`src/rtl/snake_body_ctrl.sv`:
```
`default_nettype none
// ============================================================================
// snake_body_ctrl : snake-body FIFO sequencer (step, grow, wall collision)
// Rev 1.0
// ============================================================================
module snake_body_ctrl #(
  parameter int GRID_W   = 40,
  parameter int GRID_H   = 30,
  parameter int COORD_W  = 8,
  parameter int START_X  = 20,
  parameter int START_Y  = 15,
  parameter int INIT_LEN = 3,
  parameter int MAX_LEN  = 64,
  localparam int LEN_W   = $clog2(MAX_LEN) + 1
) (
  input  logic                   clk,
  input  logic                   rst,
  input  logic                   start_i,
  input  logic                   tick_i,
  input  logic [1:0]             dir_i,
  input  logic                   grow_i,
  output logic                   fifo_write_o,
  output logic                   fifo_read_o,
  output logic [2*COORD_W-1:0]   fifo_wdata_o,
  input  logic [2*COORD_W-1:0]   fifo_rdata_i,
  input  logic                   fifo_empty_i,
  output logic [COORD_W-1:0]     head_x_o,
  output logic [COORD_W-1:0]     head_y_o,
  output logic                   head_valid_o,
  output logic [COORD_W-1:0]     tail_x_o,
  output logic [COORD_W-1:0]     tail_y_o,
  output logic                   tail_valid_o,
  output logic [LEN_W-1:0]       length_o,
  output logic                   dead_o,
  output logic                   busy_o
);

  localparam logic [COORD_W-1:0] c_X_LAST  = COORD_W'(GRID_W - 1);
  localparam logic [COORD_W-1:0] c_Y_LAST  = COORD_W'(GRID_H - 1);
  localparam logic [COORD_W-1:0] c_START_X = COORD_W'(START_X);
  localparam logic [COORD_W-1:0] c_START_Y = COORD_W'(START_Y);
  localparam logic [COORD_W-1:0] c_INIT_X0 = COORD_W'(START_X - INIT_LEN + 1);
  localparam logic [LEN_W-1:0]   c_INIT_LAST = LEN_W'(INIT_LEN - 1);
  localparam logic [LEN_W-1:0]   c_MAX_LEN   = LEN_W'(MAX_LEN);

  typedef enum logic [2:0] {
    S_IDLE  = 3'd0,
    S_DRAIN = 3'd1,
    S_INIT  = 3'd2,
    S_RUN   = 3'd3,
    S_CALC  = 3'd4,
    S_PUSH  = 3'd5,
    S_TAIL  = 3'd6,
    S_DEAD  = 3'd7
  } state_t;

  state_t               state_q, state_d;
  logic [COORD_W-1:0]   head_x_q, head_x_d, head_y_q, head_y_d;
  logic [COORD_W-1:0]   tail_x_q, tail_x_d, tail_y_q, tail_y_d;
  logic [LEN_W-1:0]     length_q, length_d;
  logic [1:0]           cur_dir_q, cur_dir_d;
  logic                 grow_pend_q, grow_pend_d;
  logic                 dead_q, dead_d;

  logic [1:0]           w_eff_dir;
  logic                 w_hit;
  logic [COORD_W-1:0]   w_nx, w_ny;

  always_ff @(posedge clk or posedge rst) begin
    if (rst) begin
      state_q     <= S_IDLE;
      head_x_q    <= c_START_X;
      head_y_q    <= c_START_Y;
      tail_x_q    <= '0;
      tail_y_q    <= '0;
      length_q    <= '0;
      cur_dir_q   <= 2'd0;
      grow_pend_q <= 1'b0;
      dead_q      <= 1'b0;
    end else begin
      state_q     <= state_d;
      head_x_q    <= head_x_d;
      head_y_q    <= head_y_d;
      tail_x_q    <= tail_x_d;
      tail_y_q    <= tail_y_d;
      length_q    <= length_d;
      cur_dir_q   <= cur_dir_d;
      grow_pend_q <= grow_pend_d;
      dead_q      <= dead_d;
    end
  end

  // A request for the exact opposite direction would fold the snake onto itself.
  always_comb begin
    w_eff_dir = (dir_i == (cur_dir_q ^ 2'd2)) ? cur_dir_q : dir_i;
    w_nx      = head_x_q;
    w_ny      = head_y_q;
    w_hit     = 1'b0;
    case (w_eff_dir)
      2'd0: begin w_nx = head_x_q + COORD_W'(1); w_hit = (head_x_q == c_X_LAST); end
      2'd1: begin w_ny = head_y_q - COORD_W'(1); w_hit = (head_y_q == '0);       end
      2'd2: begin w_nx = head_x_q - COORD_W'(1); w_hit = (head_x_q == '0);       end
      default: begin w_ny = head_y_q + COORD_W'(1); w_hit = (head_y_q == c_Y_LAST); end
    endcase
  end

  always_comb begin
    state_d      = state_q;
    head_x_d     = head_x_q;
    head_y_d     = head_y_q;
    tail_x_d     = tail_x_q;
    tail_y_d     = tail_y_q;
    length_d     = length_q;
    cur_dir_d    = cur_dir_q;
    grow_pend_d  = grow_pend_q | grow_i;
    dead_d       = dead_q;
    fifo_write_o = 1'b0;
    fifo_read_o  = 1'b0;
    head_valid_o = 1'b0;
    tail_valid_o = 1'b0;

    case (state_q)
      S_IDLE, S_DEAD: begin
        if (start_i) state_d = S_DRAIN;
      end
      S_DRAIN: begin
        if (!fifo_empty_i) begin
          fifo_read_o = 1'b1;
        end else begin
          dead_d      = 1'b0;
          length_d    = '0;
          grow_pend_d = 1'b0;
          cur_dir_d   = 2'd0;
          head_x_d    = c_INIT_X0;
          head_y_d    = c_START_Y;
          state_d     = S_INIT;
        end
      end
      // length doubles as the init push index; the last pushed cell is the start cell
      S_INIT: begin
        fifo_write_o = 1'b1;
        head_valid_o = 1'b1;
        length_d     = length_q + LEN_W'(1);
        if (length_q == c_INIT_LAST) state_d  = S_RUN;
        else                         head_x_d = head_x_q + COORD_W'(1);
      end
      S_RUN: begin
        if (tick_i) state_d = S_CALC;
      end
      S_CALC: begin
        cur_dir_d = w_eff_dir;
        if (w_hit) begin
          dead_d  = 1'b1;
          state_d = S_DEAD;
        end else begin
          head_x_d = w_nx;
          head_y_d = w_ny;
          state_d  = S_PUSH;
        end
      end
      S_PUSH: begin
        fifo_write_o = 1'b1;
        head_valid_o = 1'b1;
        grow_pend_d  = grow_i;
        if (grow_pend_q && (length_q < c_MAX_LEN)) begin
          length_d = length_q + LEN_W'(1);
          state_d  = S_RUN;
        end else begin
          fifo_read_o = 1'b1;
          state_d     = S_TAIL;
        end
      end
      S_TAIL: begin
        tail_valid_o = 1'b1;
        tail_x_d     = fifo_rdata_i[2*COORD_W-1 -: COORD_W];
        tail_y_d     = fifo_rdata_i[COORD_W-1:0];
        state_d      = S_RUN;
      end
      default: state_d = S_IDLE;
    endcase
  end

  assign fifo_wdata_o = {head_x_q, head_y_q};
  assign head_x_o     = head_x_q;
  assign head_y_o     = head_y_q;
  // The popped word is only valid in TAIL, so show it directly during the pulse.
  assign tail_x_o     = (state_q == S_TAIL) ? fifo_rdata_i[2*COORD_W-1 -: COORD_W] : tail_x_q;
  assign tail_y_o     = (state_q == S_TAIL) ? fifo_rdata_i[COORD_W-1:0] : tail_y_q;
  assign length_o     = length_q;
  assign dead_o       = dead_q;
  assign busy_o       = !((state_q == S_RUN) || (state_q == S_IDLE) || (state_q == S_DEAD));

endmodule
`default_nettype wire

```
`config.mk`:
```
export PLATFORM = sky130hd
export DESIGN_NAME = snake_body_ctrl
export DESIGN_NICKNAME = d
export VERILOG_FILES = /design/src/rtl/snake_body_ctrl.sv
export SDC_FILE = /design/constraint.sdc
export NUM_CORES = 1
export LEC_CHECK = 0
export ABC_CLOCK_PERIOD_IN_PS = 3500
export CAP_MARGIN = 20
export CORE_MARGIN = 2
export CORE_UTILIZATION = 35
export DETAILED_ROUTE_END_ITERATION = 10
export REMOVE_ABC_BUFFERS = 1
export SYNTH_ARGS = -nofsm -noshare
export SYNTH_HDL_FRONTEND = slang
export SYNTH_SLANG_ARGS = --single-unit
```
`constraint.sdc`:
```
create_clock -name clk -period 3.5 [get_ports clk]
set_clock_uncertainty 0.15 [all_clocks]
set_input_delay 0.7 -clock clk [delete_from_list [all_inputs] [get_ports clk]]
set_output_delay 0.7 -clock clk [all_outputs]
set_load 0.005 [all_outputs]
```
# ---- After elaboration in Yosys (flattened, before gate mapping)
# Cells that the tools add are included.
dict set report word_totals {
  elab_cells 95
  register_bits 46
  in_bits 24
}
dict set report classes {
  n_mux 35
  n_lt_le_gt_ge 1
  addsub 5
  n_eq_ne 23
  bitwise 2
  reduce_logical 20
}
# operator n
set op_table {}
lappend op_table {{$mux 8} 7}
lappend op_table {{$pmux 8 s2} 3}
lappend op_table {{$pmux 8 s3} 1}
lappend op_table {{$pmux 3 s7} 1}
lappend op_table {{$pmux 7 s3} 1}
lappend op_table {{$ne 2x2->1 const B} 9}
lappend op_table {{$add 8x1->8 const B} 2}
lappend op_table {{$logic_not 8->1} 2}
lappend op_table {{$sub 8x1->8 const B} 2}
lappend op_table {{$mux 3} 5}
lappend op_table {{$mux 7} 2}
lappend op_table {{$eq 3x3->1 const B} 4}
lappend op_table {{$eq 8x5->1 const B} 1}
lappend op_table {{$eq 8x6->1 const B} 1}
lappend op_table {{$reduce_and 4->1} 2}
lappend op_table {{$add 7x1->7 const B} 1}
lappend op_table {{$eq 7x2->1 const B} 1}
lappend op_table {{$lt 7x7->1 const B} 1}
lappend op_table {{$mux 1} 7}
lappend op_table {{$eq 3x2->1 const B} 2}
lappend op_table {{$mux 2} 3}
lappend op_table {{$pmux 1 s2} 3}
lappend op_table {{$reduce_and 3->1} 2}
lappend op_table {{$reduce_bool 3->1} 2}
lappend op_table {{18 further kinds} 21}

# ---- Logic depth before layout (Yosys ltp)
# Gate-level depths: netlist of run 1.
dict set report depth {
  depth_word 8
  ltp_mapped 12
}

# ---- Least setup slack after synthesis of run 1
# Ideal clock, no wire load.
dict set report synth_path {
  path_kind {input -> register}
  from {input dir_i[0]}
  to {register head_y_q[7], in the netlist head_y_o[7]}
  path_stages 10
  slack_ps 706
  path_buffers 2
  required_time_ps 3220
  arrival_ps 2514
  path_cell_list {clkbuf_1 nand2_1 clkbuf_1 inv_1 ha_1 nor2_1 or4_1 o31ai_1 or3_1 o211ai_1}
}
dict set report synth_via {
  elab_chain_len 7
}
# element line
set synth_rtl {}
lappend synth_rtl {{from (decl)} 20} ;# input logic [1:0] dir_i,
lappend synth_rtl {{$eq 2x2->1} 95} ;# w_eff_dir = (dir_i == (cur_dir_q ^ 2'd2)) ? cur_dir_q : dir_i;
lappend synth_rtl {{$mux 2 (*)} 95}
lappend synth_rtl {{$eq 2x2->1 / $logic_not 2->1 (equally long branches)} 99} ;# case (w_eff_dir)
lappend synth_rtl {{$reduce_or 2->1 (no source line)} n/a}
lappend synth_rtl {{$pmux 8 s2} 99}
lappend synth_rtl {{$mux 8} 152} ;# if (w_hit) begin
lappend synth_rtl {{$pmux 8 s2} 122} ;# case (state_q)
lappend synth_rtl {{to (signal assigned)} 73} ;# head_y_q <= c_START_Y;
lappend synth_rtl {{to (signal assigned)} 83} ;# head_y_q <= head_y_d;
lappend synth_rtl {{to (decl)} 58} ;# logic [COORD_W-1:0] head_x_q, head_x_d, head_y_q, head_y_d;
# Every way passes the cells marked *; elsewhere a longest branch is shown, timed or not. The select of a mux whose other input is x is not followed.
# A chain may end at the register's enable or synchronous reset.

# ---- Worst setup path in the final report of run 1
dict set report layout_path {
  from {register state_q[0]}
  to {output tail_x_o[3]}
}
dict set report layout_via {
  elab_chain_len 2
}
# element line
set layout_rtl {}
lappend layout_rtl {{from (decl)} 57} ;# state_t state_q, state_d;
lappend layout_rtl {{from (signal assigned)} 81} ;# state_q <= state_d;
lappend layout_rtl {{$eq 3x3->1} 187} ;# assign tail_x_o = (state_q == S_TAIL) ? fifo_rdata_i[2*COORD_W-1 -: COORD_W] : tail_x_q;
lappend layout_rtl {{$mux 8} n/a}
lappend layout_rtl {{to (decl)} 30} ;# output logic [COORD_W-1:0] tail_x_o,
# No other way between the ends.

==> results.cfg, run 1 <==
[floorplanning]
dieHeight_um = 95.6
pin_count = 85
chipWidth_um = 95.6
initial_core_util_pct = 35.9
row_count = 33
coreArea_um2 = 8180
dieArea_um2 = 9130

[power]
p_switching_mw = 1.17
pwr-share-clk_pct = 11.4
seqPwrFrac_pct = 33.7
p_comb_share_pct = 54.9
vdd_ir_drop_max_mv = 0.361
leakagePower_nw = 1.52
powerDensity_nw_per_um2 = 789
switching_share_pct = 38.6
total_power_mw = 3.04
p_int_mw = 1.86

[setup_path]
cp.required_ps = 2650
path_max_fanout = 18
worstPathArrival_ps = 2310
crit_buf_inv = 2
cp_cell_sequence = nor2b_1 > nand2_1 > buf_4 > mux2_2 > clkdlybuf4s50_1
critPathCaptureType = output pin
max_stage_delay_ps = 650
path_class = flop to output pin
worstReg2RegStart = head_y_o[4]
critPathLaunch = state_q[0]
critPathLaunchType = flop
crit_family = buffers and inverters
slowest_stage = dfrtp_1

[cts]
cts_resized = 0
path_clk_slew_ps = 90
cts.sinks = 46
hold_buffers = 0
cts_tree = done
clk-insertion-delay-late_ps = 300
post-cts-setup-buffers = 0
clk_path_buf_depth = 2
cts_root_buf = clkbuf_8
htreeDepth = 2
cts_buffers = 5

[global_routing]
grt.overflow.total = 0
grt_util_all_layers_pct = 15.4
grt_max_degree = 47
antenna_found_initial = 0
grt_pass1_vias = 2293
grt_first_pass_wirelength_um = 11200

[route]
drt-met1-wl_um = 3330
drc = 0
wire_per_inst_um = 14.0
wl_met2_um = 3080
dr.pass1.iters = 4
drtIter0Drc = 66
top_layer = met4
vias_per_cell = 5.16
routed_wl_um = 6860
antenna_left = 0
vias = 2536
wl_met3_um = 366

[placement]
place_area_um2 = 3750
pre_cts_ws_ps = 159
hpwl_um = 4850
dp_cells = 483
gp_congestion = 0.809
numPortBuffers = 84

[cells_and_area]
layout_common_cells = clkdlybuf4s50_1 (84), dfrtp_1 (40), nand2_1 (35)
design_area_um2 = 3850
final_cells = 491
layout.nets = 417
utilization_pct = 47.1
diodes = 0
layout-drive-gt1-share_pct = 12.7
areaGrowthSynthToFinish_pct = 31.2
final_common_cell = clkdlybuf4s50_1

[logic_synthesis]
synth_warnings = 0
synthAdderAreaFrac_pct = 3.41
netlist_instances = 320
postSynthAreaPerCell_um2 = 9.17
synthFlopType = dfrtp_1
synthTopCellsByArea = dfrtp_1 (34%), mux2_2 (6.5%), dfstp_2 (5.4%)
synth_top_family_by_area = compound AO/OA/AOI/OAI gates
seq_area_frac_synth_pct = 39.5
synthDistinctLibCells = 55
syn_area_um2 = 2930
yosys.area.top_type = dfrtp_1
synth_top_area_share_pct = 34.1
synth-simple-area-share_pct = 18.4
yosys_register_bits = 46
synth_edf_count = 0
async_flop_share_pct = 100
synth-compound-area-share_pct = 19.4
synthXorXnorAreaFrac_pct = 2.69
yosys-mux-area-fraction_pct = 7.89

[run]
max_cap_viol_count = 0

[timing]
hold_slack_ps = 351
fin_crit_sh_pct = 90.4
hold_violations = 0
rsz0062_at_grt = no
slew_headroom_pct = 44.3
fmax_mhz = 316
tns_ps = 0
slew_violations = 0
setup_violations = 0
layout_min_cycle_time_ps = 3160
postLayoutSetupSlackWorst_ps = 336
worst_slew_pin_slew_ps = 833

[worst_hold_path]
holdCritStartpoint = tail_y_q[0]
hold_path.class = flop to flop

[status]
status = complete, no violations
## cells in the mapped netlist (all sizes together) (3+ instances only)
| cell type | number |
|---|---|
| a211oi | 3 |
| a21o | 3 |
| a21oi | 16 |
| a22oi | 4 |
| buf | 22 |
| clkbuf | 12 |
| dfrtp | 40 |
| dfstp | 6 |
| ha | 8 |
| inv | 12 |
| mux2 | 17 |
| mux2i | 4 |
| nand2 | 35 |
| nand2b | 5 |
| nand3 | 5 |
| nand4 | 4 |
| nor2 | 25 |
| nor2b | 8 |
| nor3 | 8 |
| nor4 | 3 |
| o21ai | 23 |
| o22ai | 4 |
| o31ai | 6 |
| or2 | 3 |
| or3 | 5 |
| or4 | 4 |
| xnor2 | 7 |
## power groups by stage
| stage | sequential [mW] | combinational [mW] | clock (mW) |
|---|---|---|---|
| floorplan | 0.999 | 0.870 | 0 |
| global placement | 1.03 | 1.66 | 0 |
| detailed placement | 1.04 | 1.68 | 0 |
| CTS | 1.03 | 1.69 | 0.369 |
| global route | 1.08 | 1.86 | 0.390 |
| finish | 1.02 | 1.67 | 0.346 |
## registers in the layout, summed over array words and instances, names as in the netlist
name / flops
tail_x_q: 8
head_y_o: 8
grow_pend_q: 1
cur_dir_q: 2
head_x_o: 8
state_q: 3
tail_y_q: 8
length_o: 7
dead_o: 1
## cells by family after synthesis
family          after synthesis
fa+ha+maj                     8
compound gates               80
simple gates                110
buf+inv                      46
mux                          21
xor+xnor                      9
flops                        46
## area by class of cell
type                            count  area [µm²]
Timing Repair Buffer               92         901
Clock buffer                        6        82.6
Tap cell                          105         131
Clock inverter                      2        12.5
Fill cell                         793        4330
Sequential cell                    46        1160
Multi-Input combinational cell    228        1520
Inverter                           12        45.0
## metal layers
metal | global-route usage (%) | vias to the layer above
met2 | 23.3 | 65
met5 | 0 | -
met3 | 3.40 | 5
met4 | 4.64 | 0
met1 | 22.0 | 1208
li1 | - | 1258
## worst paths after layout
check | end | slack [ps] | cells past startpoint
setup / recovery | tail_x_o[3] | 340 | 5
hold / removal | tail_y_q[0] | 350 | 1
setup reg to reg | head_x_o[5] | 720 | 5
hold reg to reg | tail_y_q[0] | 350 | 1
max in group asynchronous | cur_dir_q[0] | 2070 | 3
min in group asynchronous | head_y_o[4] | 720 | 3
Note: power is estimated with default switching activity, not from simulation.
==> run 2, diff against run 1 <==
--- a/config.mk
+++ b/config.mk
@@ -8,8 +8,9 @@
 export ABC_CLOCK_PERIOD_IN_PS = 3500
 export CAP_MARGIN = 20
 export CORE_MARGIN = 2
-export CORE_UTILIZATION = 35
+export CORE_UTILIZATION = 48
 export DETAILED_ROUTE_END_ITERATION = 10
+export PLACE_DENSITY = 0.81
 export REMOVE_ABC_BUFFERS = 1
 export SYNTH_ARGS = -nofsm -noshare
 export SYNTH_HDL_FRONTEND = slang
==> results.cfg, run 2 (synthesized netlist as in run 1, its figures left out) <==
[timing]
rsz0062_at_grt = no
layout_min_cycle_time_ps = 3180
fin_crit_sh_pct = 90.9
tns_ps = 0
slew_headroom_pct = 45.3
slew_violations = 0
postLayoutSetupSlackWorst_ps = 319
hold_violations = 0
worst_slew_pin_slew_ps = 818
fmax_mhz = 314
setup_violations = 0

[power]
leakagePower_nw = 1.52
powerDensity_nw_per_um2 = 792
vdd_ir_drop_max_mv = 0.446

[route]
drtIter0Drc = 111
wire_per_inst_um = 14.3
vias_per_cell = 5.56
drc = 0
dr.pass1.iters = 4
antenna_left = 0
routed_wl_um = 6580
vias = 2565

[worst_hold_path]
hold_path.class = flop to flop

[setup_path]
critPathCaptureType = output pin
cp.required_ps = 2650
path_class = flop to output pin
path_max_fanout = 18
worstPathArrival_ps = 2330
critPathLaunchType = flop

[global_routing]
grt.overflow.total = 0
grt_util_all_layers_pct = 20.5
grt_util_met2_pct = 32.3
grt_first_pass_wirelength_um = 10800
grt_max_degree = 47
met3_usage_pct = 2.93
antenna_found_initial = 0
grtUsageMet1_pct = 28.4
grt-busiest-layer = met2
grt_pass1_vias = 2341

[placement]
place_area_um2 = 3710
pre_cts_ws_ps = 185
numPortBuffers = 84
hpwl_um = 4630
gp_congestion = 0.837

[cts]
cts_tree = done
htreeDepth = 2
post-cts-setup-buffers = 0
cts.sinks = 46
clk_path_buf_depth = 2
cts_root_buf = clkbuf_8
cts_resized = 0
path_clk_slew_ps = 90
clk-insertion-delay-late_ps = 300
hold_buffers = 0
cts_buffers = 5

[cells_and_area]
multi_input_area_um2 = 1520
layout.nets = 417
layout-drive-gt1-share_pct = 12.4
areaGrowthSynthToFinish_pct = 30.1
diodes = 0
layout_common_cells = clkdlybuf4s50_1 (84), dfrtp_1 (40), nand2_1 (35)
fill_cells = 504
seqCellArea_um2 = 1160
final_common_cell = clkdlybuf4s50_1
design_area_um2 = 3820

[status]
status = complete, no violations

[floorplanning]
dieHeight_um = 82.2
coreArea_um2 = 5920
initial_core_util_pct = 49.6
dieArea_um2 = 6750
pin_count = 85
chipWidth_um = 82.2
row_count = 28

[run]
max_cap_viol_count = 0
run 2: final cells by class:
class,instances,share of cell area [%]
sequential,46,30.4
timing repair buffer,92,23.9
inverter,12,1.18
clock buffer,6,1.90
multi-input combinational,228,39.8
clock inverter,2,0.361
tap,75,2.46
run 2: routing by layer:
layer  vias up  wire length, µm
met5         -                0
met2        89             3030
li1       1255                -
met4         0               77
met3         6              376
met1      1215             3090
run 2: final timing paths:
| path | from | endpoint | slack (ps) | cells after the start |
|---|---|---|---|---|
| worst max-delay path | state_q[0] | tail_x_o[3] | 320 | 5 |
| worst min-delay path | tail_y_q[6] | tail_y_q[6] | 350 | 1 |
| worst max register to register | head_y_o[4] | head_x_o[6] | 730 | 5 |
| worst min register to register | tail_y_q[6] | tail_y_q[6] | 350 | 1 |
| max in group asynchronous | rst | head_y_o[3] | 2180 | 3 |
| min in group asynchronous | rst | head_x_o[7] | 490 | 2 |
run 2: worst max-delay path, stage by stage, from the launching register on:
cell	delay [ps]
dfrtp_1	650
nor2b_1	180
nand2_1	100
buf_4	250
mux2_2	370
clkdlybuf4s50_1	460
run 2: power by group:
group          switching (mW)  total, mW  leakage, nW  internal, mW
Clock                   0.187      0.328       0.0452         0.141
Combinational           0.721       1.67        0.907         0.945
Sequential              0.266       1.03        0.567         0.761
Total                    1.17       3.02         1.52          1.85
run 2: per-stage QoR:
step,hold slack [ps],std cells,total power [mW],utilization (%)
after floorplan,324,286,1.87,-
after global placement,326,452,2.65,62.7
after detailed placement,335,452,2.70,62.7
after CTS,357,460,3.03,64.1
after global routing,369,461,3.29,64.5
final,352,461,3.02,64.5
==> run 3, diff against run 2 <==
--- a/config.mk
+++ b/config.mk
@@ -6,12 +6,12 @@
 export NUM_CORES = 1
 export LEC_CHECK = 0
 export ABC_CLOCK_PERIOD_IN_PS = 3500
-export CAP_MARGIN = 20
 export CORE_MARGIN = 2
 export CORE_UTILIZATION = 48
 export DETAILED_ROUTE_END_ITERATION = 10
 export PLACE_DENSITY = 0.81
 export REMOVE_ABC_BUFFERS = 1
+export SLEW_MARGIN = 20
 export SYNTH_ARGS = -nofsm -noshare
 export SYNTH_HDL_FRONTEND = slang
 export SYNTH_SLANG_ARGS = --single-unit
==> results.cfg, run 3 (synthesized netlist as in run 1, its figures left out) <==
[status]
status = complete, no violations

[floorplanning]
row_count = 28
dieArea_um2 = 6750
initial_core_util_pct = 49.6
pin_count = 85
chipWidth_um = 82.2
dieHeight_um = 82.2
coreArea_um2 = 5920

[route]
routed_wl_um = 6540
dr.pass1.iters = 4
wire_per_inst_um = 14.2
antenna_left = 0
drtIter0Drc = 136
vias_per_cell = 5.57
vias = 2562
drc = 0

[cells_and_area]
seqCellArea_um2 = 1160
layout.nets = 416
diodes = 0
layout_common_cells = clkdlybuf4s50_1 (84), dfrtp_1 (40), nand2_1 (35)
multi_input_area_um2 = 1520
utilization_pct = 64.1
layout-drive-gt1-share_pct = 12.2
final_common_cell = clkdlybuf4s50_1
fill_cells = 507
areaGrowthSynthToFinish_pct = 29.4

[timing]
worst_slew_pin_slew_ps = 947
tns_ps = 0
slew_violations = 0
fmax_mhz = 314
slew_headroom_pct = 36.8
rsz0062_at_grt = no
setup_violations = 0
hold_slack_ps = 352
fin_crit_sh_pct = 91.0
layout_min_cycle_time_ps = 3180
hold_violations = 0

[cts]
cts_root_buf = clkbuf_8
cts.sinks = 46
clk_path_buf_depth = 2
cts_tree = done
hold_buffers = 0
clk-insertion-delay-late_ps = 300
cts_resized = 0
htreeDepth = 2
cts_buffers = 5
post-cts-setup-buffers = 0
path_clk_slew_ps = 90

[setup_path]
regToRegSetupSlack_ps = 720
cp_cell_sequence = nor2b_1 > nand2_1 > buf_4 > mux2_2 > clkdlybuf4s50_1
path_max_fanout = 18
worstPathArrival_ps = 2330
critPathLaunchType = flop
cp.required_ps = 2650
max_stage_delay_ps = 650
crit_buf_inv = 2
slowest_stage = dfrtp_1
path_class = flop to output pin
crit_family = buffers and inverters
worstReg2RegStart = head_y_o[4]
critPathCaptureType = output pin
rr_worst_depth = 5
r2r-end = head_x_o[6]

[global_routing]
grt.overflow.total = 0
antenna_found_initial = 0
grt_max_degree = 47
grt_first_pass_wirelength_um = 10800
grt_pass1_vias = 2341
grt_util_all_layers_pct = 20.5

[placement]
hpwl_um = 4630
gp_congestion = 0.837
numPortBuffers = 84

[worst_hold_path]
hold_path.class = flop to flop
hold_path_depth = 1
holdCritStartpoint = tail_y_q[6]
holdPathEnd = tail_y_q[6]

[power]
total_power_mw = 3.01
leakagePower_nw = 1.51
powerDensity_nw_per_um2 = 794
vdd_ir_drop_max_mv = 0.446

[run]
max_cap_viol_count = 0
run 3: cell types whose count changed in the layout (fill, tap and decap cells not counted), sizes merged:
cell,before,now
buf,8,7
run 3: power breakdown:
part           internal, mW  total [mW]  switching, mW
Sequential            0.761        1.03          0.265
Combinational         0.943        1.66          0.720
Clock                 0.141       0.327          0.185
Total                  1.84        3.01           1.17
run 3: metal layers:
metal / GRT usage (%) / routed length (µm)
met1: 28.4 / 3030
met2: 32.3 / 3040
met3: 2.93 / 401
met4: 7.83 / 77
met5: 0 / 0
run 3: worst max-delay path by stage:
| stage | start | endpoint | slack, ps | cells past startpoint |
|---|---|---|---|---|
| floorplan | dir_i[1] | head_y_o[7] | 920 | 9 |
| CTS | state_q[0] | tail_x_o[3] | 320 | 5 |
| global route | state_q[0] | tail_y_o[3] | 160 | 5 |
| detailed placement | dir_i[0] | head_x_o[5] | 190 | 7 |
| finish | state_q[0] | tail_x_o[3] | 320 | 5 |
| global placement | dir_i[0] | head_x_o[5] | 260 | 7 |
run 3: final cells by class:
type | instances | area share [%]
clock buffer | 6 | 1.91
tap | 75 | 2.47
timing repair buffer | 91 | 23.5
multi-input combinational | 228 | 40.0
sequential | 46 | 30.5
clock inverter | 2 | 0.363
inverter | 12 | 1.19
run 3: stage by stage:
step / std cells / setup WS, ps / instance area, µm²
after floorplan: 286 / 920 / 2720
after global placement: 452 / 258 / 3710
after detailed placement: 452 / 185 / 3710
after CTS: 460 / 316 / 3800
after global routing: 460 / 158 / 3800
final: 460 / 315 / 3800
